File: config.mk
export PLATFORM = sky130hd
export DESIGN_NAME = player_draw_ctrl_flat
export DESIGN_NICKNAME = d
export VERILOG_FILES = /design/src/rtl/player_draw_ctrl_pkg.sv /design/src/rtl/player_draw_ctrl_if.sv /design/src/rtl/player_draw_ctrl_frame_divider.sv /design/src/rtl/player_draw_ctrl.sv /design/src/flat_wrapper.sv
export SDC_FILE = /design/constraint.sdc
export NUM_CORES = 1
export LEC_CHECK = 0
export CAP_MARGIN = 20
export CORE_MARGIN = 4
export CORE_UTILIZATION = 35
export DETAILED_ROUTE_END_ITERATION = 8
export PLACE_DENSITY = 0.62
export SLEW_MARGIN = 20
export SYNTH_ARGS = -nofsm -noshare
export SYNTH_HDL_FRONTEND = slang
export SYNTH_SLANG_ARGS = --single-unit
File: constraint.sdc
create_clock -name clk -period 2.62 [get_ports clk]
set_input_delay 0.262 -clock clk [delete_from_list [all_inputs] [get_ports clk]]
set_output_delay 0.262 -clock clk [all_outputs]
set_load 0.005 [all_outputs]
File: src/rtl/player_draw_ctrl_pkg.sv
// ---------------------------------------------------------------------------
// player_pkg
// Shared types and constants for the player ship draw controller.
//   state_t       : sequencer states for one frame update
//   SPRITE_W/H    : ship sprite size in pixels (2 columns x 4 rows)
//   SPRITE_PIXELS : pixels plotted per ERASE or DRAW pass
//   LAST_PIXEL    : pixel counter value of the final pixel of a pass
// ---------------------------------------------------------------------------
package player_pkg;

  typedef enum logic [2:0] {
    IDLE,
    ERASE,
    MOVE,
    SETTLE,
    DRAW
  } state_t;

  localparam int SPRITE_W      = 2;
  localparam int SPRITE_H      = 4;
  localparam int SPRITE_PIXELS = 8;

  localparam logic [2:0] LAST_PIXEL = 3'(SPRITE_PIXELS - 1);

endpackage

File: src/rtl/player_draw_ctrl_if.sv
// ---------------------------------------------------------------------------
// player_draw_if
// Bundles the button requests and the player-stage / VGA side signals of
// the draw controller.
//   btn_up, btn_down      : level move requests (synchronised to clk)
//   add_x, add_y          : sprite pixel offset for the player stage
//   y_pos_mod, y_neg_mod  : one-cycle move-up / move-down pulses
//   plot, colour          : VGA write enable and pixel colour
//   frame_done            : pulse on the last drawn pixel
// Modports: master = controller side, slave = player stage / button side.
// ---------------------------------------------------------------------------
interface player_draw_if;

  logic       btn_up;
  logic       btn_down;
  logic       add_x;
  logic [1:0] add_y;
  logic       y_pos_mod;
  logic       y_neg_mod;
  logic       plot;
  logic [2:0] colour;
  logic       frame_done;

  modport master (
    input  btn_up, btn_down,
    output add_x, add_y, y_pos_mod, y_neg_mod, plot, colour, frame_done
  );

  modport slave (
    output btn_up, btn_down,
    input  add_x, add_y, y_pos_mod, y_neg_mod, plot, colour, frame_done
  );

endinterface

File: src/rtl/player_draw_ctrl_frame_divider.sv
// ---------------------------------------------------------------------------
// frame_divider
// Free-running counter 0..DIV-1 that wraps; tick is high for the one cycle
// in which the count equals DIV-1.
//   clk   : system clock
//   reset : asynchronous active-high reset (count returns to 0)
//   tick  : frame tick, one cycle every DIV clocks
// ---------------------------------------------------------------------------
module frame_divider #(
  parameter int DIV = 833333
) (
  input  logic clk,
  input  logic reset,
  output logic tick
);

  localparam int W = $clog2(DIV);

  logic [W-1:0] count;

  assign tick = (count == W'(DIV - 1));

  always_ff @(posedge clk or posedge reset) begin
    if (reset) begin
      count <= '0;
    end else if (tick) begin
      count <= '0;
    end else begin
      count <= count + 1'b1;
    end
  end

endmodule

File: src/rtl/player_draw_ctrl.sv
// ---------------------------------------------------------------------------
// player_draw_ctrl
// Once per frame tick, erases the 2x4 ship sprite, issues at most one
// up/down move pulse to the player stage, waits one cycle for the stage to
// update and redraws the sprite.
//   clk   : system clock
//   reset : asynchronous active-high reset
//   bus   : player_draw_if.master (buttons in; offsets, move pulses,
//           plot/colour and frame_done out)
// Parameters: FRAME_DIV (clocks per tick, >= 19), Y_MAX (largest ship row),
//   SHIP_COLOUR (draw colour), BG_COLOUR (erase colour).
// Build option: define PLAYER_ERASE_EN to erase the old sprite before each
//   move (18-cycle sequence); without it the sequence skips ERASE (10 cycles).
// ---------------------------------------------------------------------------
module player_draw_ctrl
  import player_pkg::*;
#(
  parameter int         FRAME_DIV   = 833333,
  parameter int         Y_MAX       = 116,
  parameter logic [2:0] SHIP_COLOUR = 3'b010,
  parameter logic [2:0] BG_COLOUR   = 3'b000
) (
  input logic          clk,
  input logic          reset,
  player_draw_if.master bus
);

  state_t     state, state_nx;
  logic [2:0] cnt;
  logic [6:0] shadow_y;
  logic       up_req, dn_req;
  logic       tick;

  logic       add_x, plot, pos_pulse, neg_pulse, done;
  logic [1:0] add_y;
  logic [2:0] colour;

  frame_divider #(.DIV(FRAME_DIV)) u_frame_divider (
    .clk  (clk),
    .reset(reset),
    .tick (tick)
  );

  always_ff @(posedge clk or posedge reset) begin
    if (reset) begin
      state <= IDLE;
    end else begin
      state <= state_nx;
    end
  end

  // shadow_y mirrors the player stage's row so bound checks need no feedback
  always_ff @(posedge clk or posedge reset) begin
    if (reset) begin
      cnt      <= '0;
      shadow_y <= '0;
      up_req   <= 1'b0;
      dn_req   <= 1'b0;
    end else begin
      if (state == ERASE || state == DRAW) begin
        cnt <= cnt + 1'b1;
      end else begin
        cnt <= '0;
      end
      if (state == IDLE && tick) begin
        up_req <= bus.btn_up & ~bus.btn_down;
        dn_req <= bus.btn_down & ~bus.btn_up;
      end
      if (pos_pulse) begin
        shadow_y <= shadow_y - 1'b1;
      end else if (neg_pulse) begin
        shadow_y <= shadow_y + 1'b1;
      end
    end
  end

  always_comb begin
    state_nx  = state;
    add_x     = 1'b0;
    add_y     = 2'b00;
    plot      = 1'b0;
    colour    = BG_COLOUR;
    pos_pulse = 1'b0;
    neg_pulse = 1'b0;
    done      = 1'b0;
    case (state)
      IDLE: begin
        // ticks outside IDLE are simply not looked at, so they are dropped
        if (tick) begin
`ifdef PLAYER_ERASE_EN
          state_nx = ERASE;
`else
          state_nx = MOVE;
`endif
        end
      end
      ERASE: begin
        plot  = 1'b1;
        add_x = cnt[0];
        add_y = cnt[2:1];
        if (cnt == LAST_PIXEL) begin
          state_nx = MOVE;
        end
      end
      MOVE: begin
        // up_req and dn_req are mutually exclusive, so the pulses are too
        pos_pulse = up_req && (shadow_y != 7'd0);
        neg_pulse = dn_req && (shadow_y < 7'(Y_MAX));
        state_nx  = SETTLE;
      end
      SETTLE: begin
        state_nx = DRAW;
      end
      DRAW: begin
        plot   = 1'b1;
        colour = SHIP_COLOUR;
        add_x  = cnt[0];
        add_y  = cnt[2:1];
        if (cnt == LAST_PIXEL) begin
          done     = 1'b1;
          state_nx = IDLE;
        end
      end
      default: begin
        state_nx = IDLE;
      end
    endcase
  end

  assign bus.add_x      = add_x;
  assign bus.add_y      = add_y;
  assign bus.plot       = plot;
  assign bus.colour     = colour;
  assign bus.y_pos_mod  = pos_pulse;
  assign bus.y_neg_mod  = neg_pulse;
  assign bus.frame_done = done;

endmodule

File: src/flat_wrapper.sv
// flat-port wrapper written by rule: the top's interface ports become plain ports
module player_draw_ctrl_flat import player_pkg::*;
#(
  parameter int         FRAME_DIV   = 833333,
  parameter int         Y_MAX       = 116,
  parameter logic [2:0] SHIP_COLOUR = 3'b010,
  parameter logic [2:0] BG_COLOUR   = 3'b000
)
  (clk, reset, bus_btn_up, bus_btn_down, bus_add_x, bus_add_y, bus_y_pos_mod, bus_y_neg_mod, bus_plot, bus_colour, bus_frame_done);
  player_draw_if bus_i ();
  input logic clk;
  input logic reset;
  input wire logic [$bits(bus_i.btn_up)-1:0] bus_btn_up;
  input wire logic [$bits(bus_i.btn_down)-1:0] bus_btn_down;
  output wire logic [$bits(bus_i.add_x)-1:0] bus_add_x;
  output wire logic [$bits(bus_i.add_y)-1:0] bus_add_y;
  output wire logic [$bits(bus_i.y_pos_mod)-1:0] bus_y_pos_mod;
  output wire logic [$bits(bus_i.y_neg_mod)-1:0] bus_y_neg_mod;
  output wire logic [$bits(bus_i.plot)-1:0] bus_plot;
  output wire logic [$bits(bus_i.colour)-1:0] bus_colour;
  output wire logic [$bits(bus_i.frame_done)-1:0] bus_frame_done;
  assign bus_i.btn_up = bus_btn_up;
  assign bus_i.btn_down = bus_btn_down;
  assign bus_add_x = bus_i.add_x;
  assign bus_add_y = bus_i.add_y;
  assign bus_y_pos_mod = bus_i.y_pos_mod;
  assign bus_y_neg_mod = bus_i.y_neg_mod;
  assign bus_plot = bus_i.plot;
  assign bus_colour = bus_i.colour;
  assign bus_frame_done = bus_i.frame_done;
  player_draw_ctrl #(.FRAME_DIV(FRAME_DIV), .Y_MAX(Y_MAX), .SHIP_COLOUR(SHIP_COLOUR), .BG_COLOUR(BG_COLOUR)) u_core (.clk(clk), .reset(reset), .bus(bus_i));
endmodule
==> results.cfg <==
[placed_design]
place.gp.congestion = 0.857
detailed_place_hpwl_um = 2880
placed_cells = 294
port_buffer_cells = 11

[die]
rows = 27
placeableCoreArea_mm2 = 0.00557
initial_cell_density_of_the_core_pct = 36.4
fp.dieArea_mm2 = 0.00707
die_h_um = 84.1
design.portCount = 14
die_w_um = 84.1

[drt]
avgRoutedWirePerCell_um = 13.3
route.detailed.drc = 0
detailroute.wirelength.met2_um = 1890
routed_wirelength_um = 4060
dr.max_layer_used = met4
post_drt_via_cell_ratio = 5.11
detail-route-antenna-nets = 0
vias = 1563
drt_iter0_markers = 65
met1_length_um = 1960
drt_first_pass_iters = 4
routed-wl-met3_um = 137

[sta]
min_period_ns = 2.51
drv_slew = 0
achievable-frequency_mhz = 399
skew_ns = 0.00343
finalSetupTns_ns = 0
setup_violations = 0
finalCritPeriodShare_pct = 95.7
worst_hold_slack_ns = 0.380
hold_viol_final = 0

[global_route]
grt_antenna_before_repair = 0
overflow = 0
grt.total_usage_pct = 12.3
largest_net_degree_at_the_start_of_global_routing = 36
grt_pass1_wl_um = 7110
grt_pass1_vias = 1575

[run]
max_cap_viol_count = 0

[yosys]
synth_top_area_share_pct = 43.2
synthDominantAreaCellType = dfrtp_1
edff_count_synth = 0
mappedNetlistArea_mm2 = 0.00203
sequential_share_of_the_synthesized_area_pct = 43.2
synthesis.area_per_instance_um2 = 9.98
ys_seq_elements = 35
synth_cell_type_count = 47
synthesis.instances = 203
synth_common_cells = dfrtp_1, nor2_1, xor2_1, nand2_1, nand3_1
top_area_cells_in_the_synthesized_netlist = dfrtp_1, ha_1, xor2_1
yosys_warnings = 0
ys.flop_type = dfrtp_1
post-synth-top-count-cell = dfrtp_1
ys_async_sr_fraction_pct = 100

[worst_setup_path]
worst_path_max_delay_cell = or4_4
critical_path_end_type = register
required_ns = 2.81
cp_data_arrival_time_ns = 2.70
critical-path-max-stage-delay_ns = 0.42
worstPathMaxFanout = 7
crit_path_start_kind = register
crit_chain = or3b_4 > a211oi_4 > buf_12 > fa_2 > a21oi_1 > o2111a_1 > or4_4 > a221oi_2
worst-setup-path-type = reg -> reg

[cells_and_area]
final_nets = 248
layout-drive-gt1-share_pct = 19.7
antenna_cells = 0
synthToLayoutAreaGrowth_pct = 23.8
final_cells = 306
utilization_pct = 45.0

[cts]
path_clk_slew_ns = 0.07
cts-htree-levels = 2
cts_tree = built
cts_hold_buffers = 0
clock_sinks = 35
numCtsBuffers = 5
worst_skew_pair.late_latency_ns = 0.28
largest_buffer_count_on_any_clock_path = 2
ctsRootBufferMaster = clkbuf_8

[power]
power-per-cell-area_mw_per_mm2 = 383
irDropWorstVdd_uv = 292
p_leak_nw = 1.13
power.total_mw = 0.960

[run_status]
outcome = completed

[min_path]
min-delay-path-class = in -> async
-- area by class of cell --
class / count / area (um^2)
clock buffer: 6 / 82.6
multi-input combinational: 154 / 1160
inverter: 9 / 33.8
timing repair buffer: 29 / 258
fill: 555 / 3060
clock inverter: 1 / 5.00
tap: 72 / 90.1
sequential: 35 / 878
-- metrics by stage --
| stage | cell area (um^2) | worst slack [ns] |
|---|---|---|
| 4_1_cts | 2410 | 0.00577 |
| 2_1_floorplan | 2040 | -0.0907 |
| 5_1_grt | 2510 | -0.0225 |
| 3_3_place_gp | 2300 | 0.0882 |
| 3_5_place_dp | 2300 | -0.00857 |
| 6_report | 2510 | 0.112 |
-- path summary, 6_finish.rpt --
kind                            slack, ns  cells past startpoint             from                  to
worst max-delay path                 0.11                      8  u_core.state[0]  u_core.shadow_y[6]
worst min-delay path                 0.38                      3            reset  u_core.shadow_y[6]
worst max register to register       0.11                      8  u_core.state[0]  u_core.shadow_y[6]
worst min register to register       0.48                      1    u_core.cnt[0]       u_core.cnt[0]
max in group asynchronous            1.91                      3            reset  u_core.shadow_y[4]
min in group clk                     0.48                      1    u_core.cnt[0]       u_core.cnt[0]
-- repair_timing --
action                     in CTS  in global routing
pin swaps                       1                  5
setup buffers                   1                  4
resized for setup               0                 10
gates cloned                    0                  0
setup endpoints to repair       1                  3
-- where the power goes --
part           switching [mW]  internal [mW]  leakage, nW
clock network           0.190          0.206       0.0470
logic                  0.0147        0.00692        0.617
registers            0.000941          0.542        0.469
total                   0.205          0.755         1.13
-- flip-flops by register name, summed over array words and instances (netlist names) --
| name | flops |
|---|---|
| u_core.cnt | 3 |
| u_core.state | 3 |
| u_core.shadow_y | 7 |
| u_core.dn_req | 1 |
| u_core.u_frame_divider.count | 20 |
| u_core.up_req | 1 |
-- cells by family (layout without fill, tap and decap cells) --
group / Yosys count / in the layout / synth area share, %
and+or+nand+nor: 89 / 89 / 24.4
DFF: 35 / 35 / 43.2
AOI/OAI and AO/OA: 24 / 24 / 8.83
xor gates and xnor gates: 19 / 19 / 8.21
buffers and inverters: 15 / 45 / 3.27
adders and majority gates: 10 / 10 / 6.54
muxes: 10 / 10 / 5.31
other: 1 / 2 / 0.185
-- routing by layer --
metal	vias up	GRT usage, %
met5	-	0
met4	0	5.85
met3	8	2.76
met2	24	19.6
met1	745	15.7
li1	786	-
-- placed cells by master, fill, tap and decap left out, types with 4 or more instances in the layout --
master and instances:
xnor2_1 7, ha_4 4, nor2_1 22, clkbuf_8 6, mux2_2 6, and3_1 7
o21ai_0 4, xor2_1 12, nand2_1 11, dfrtp_1 33, inv_1 9, ha_1 5
and2_1 5, nand3_1 10, mux2i_1 4, a21oi_1 6, nand4_1 5, buf_4 17
clkdlybuf4s50_1 11
-- worst max-delay path, delay by kind of cell, from the launching register on --
family / cells / cell delay, ns
compound gates: 4 / 0.82
fa+ha+maj: 1 / 0.21
buf+inv: 1 / 0.18
flops: 1 / 0.38
simple gates: 2 / 0.83
Note: power is estimated with default switching activity, not from simulation.
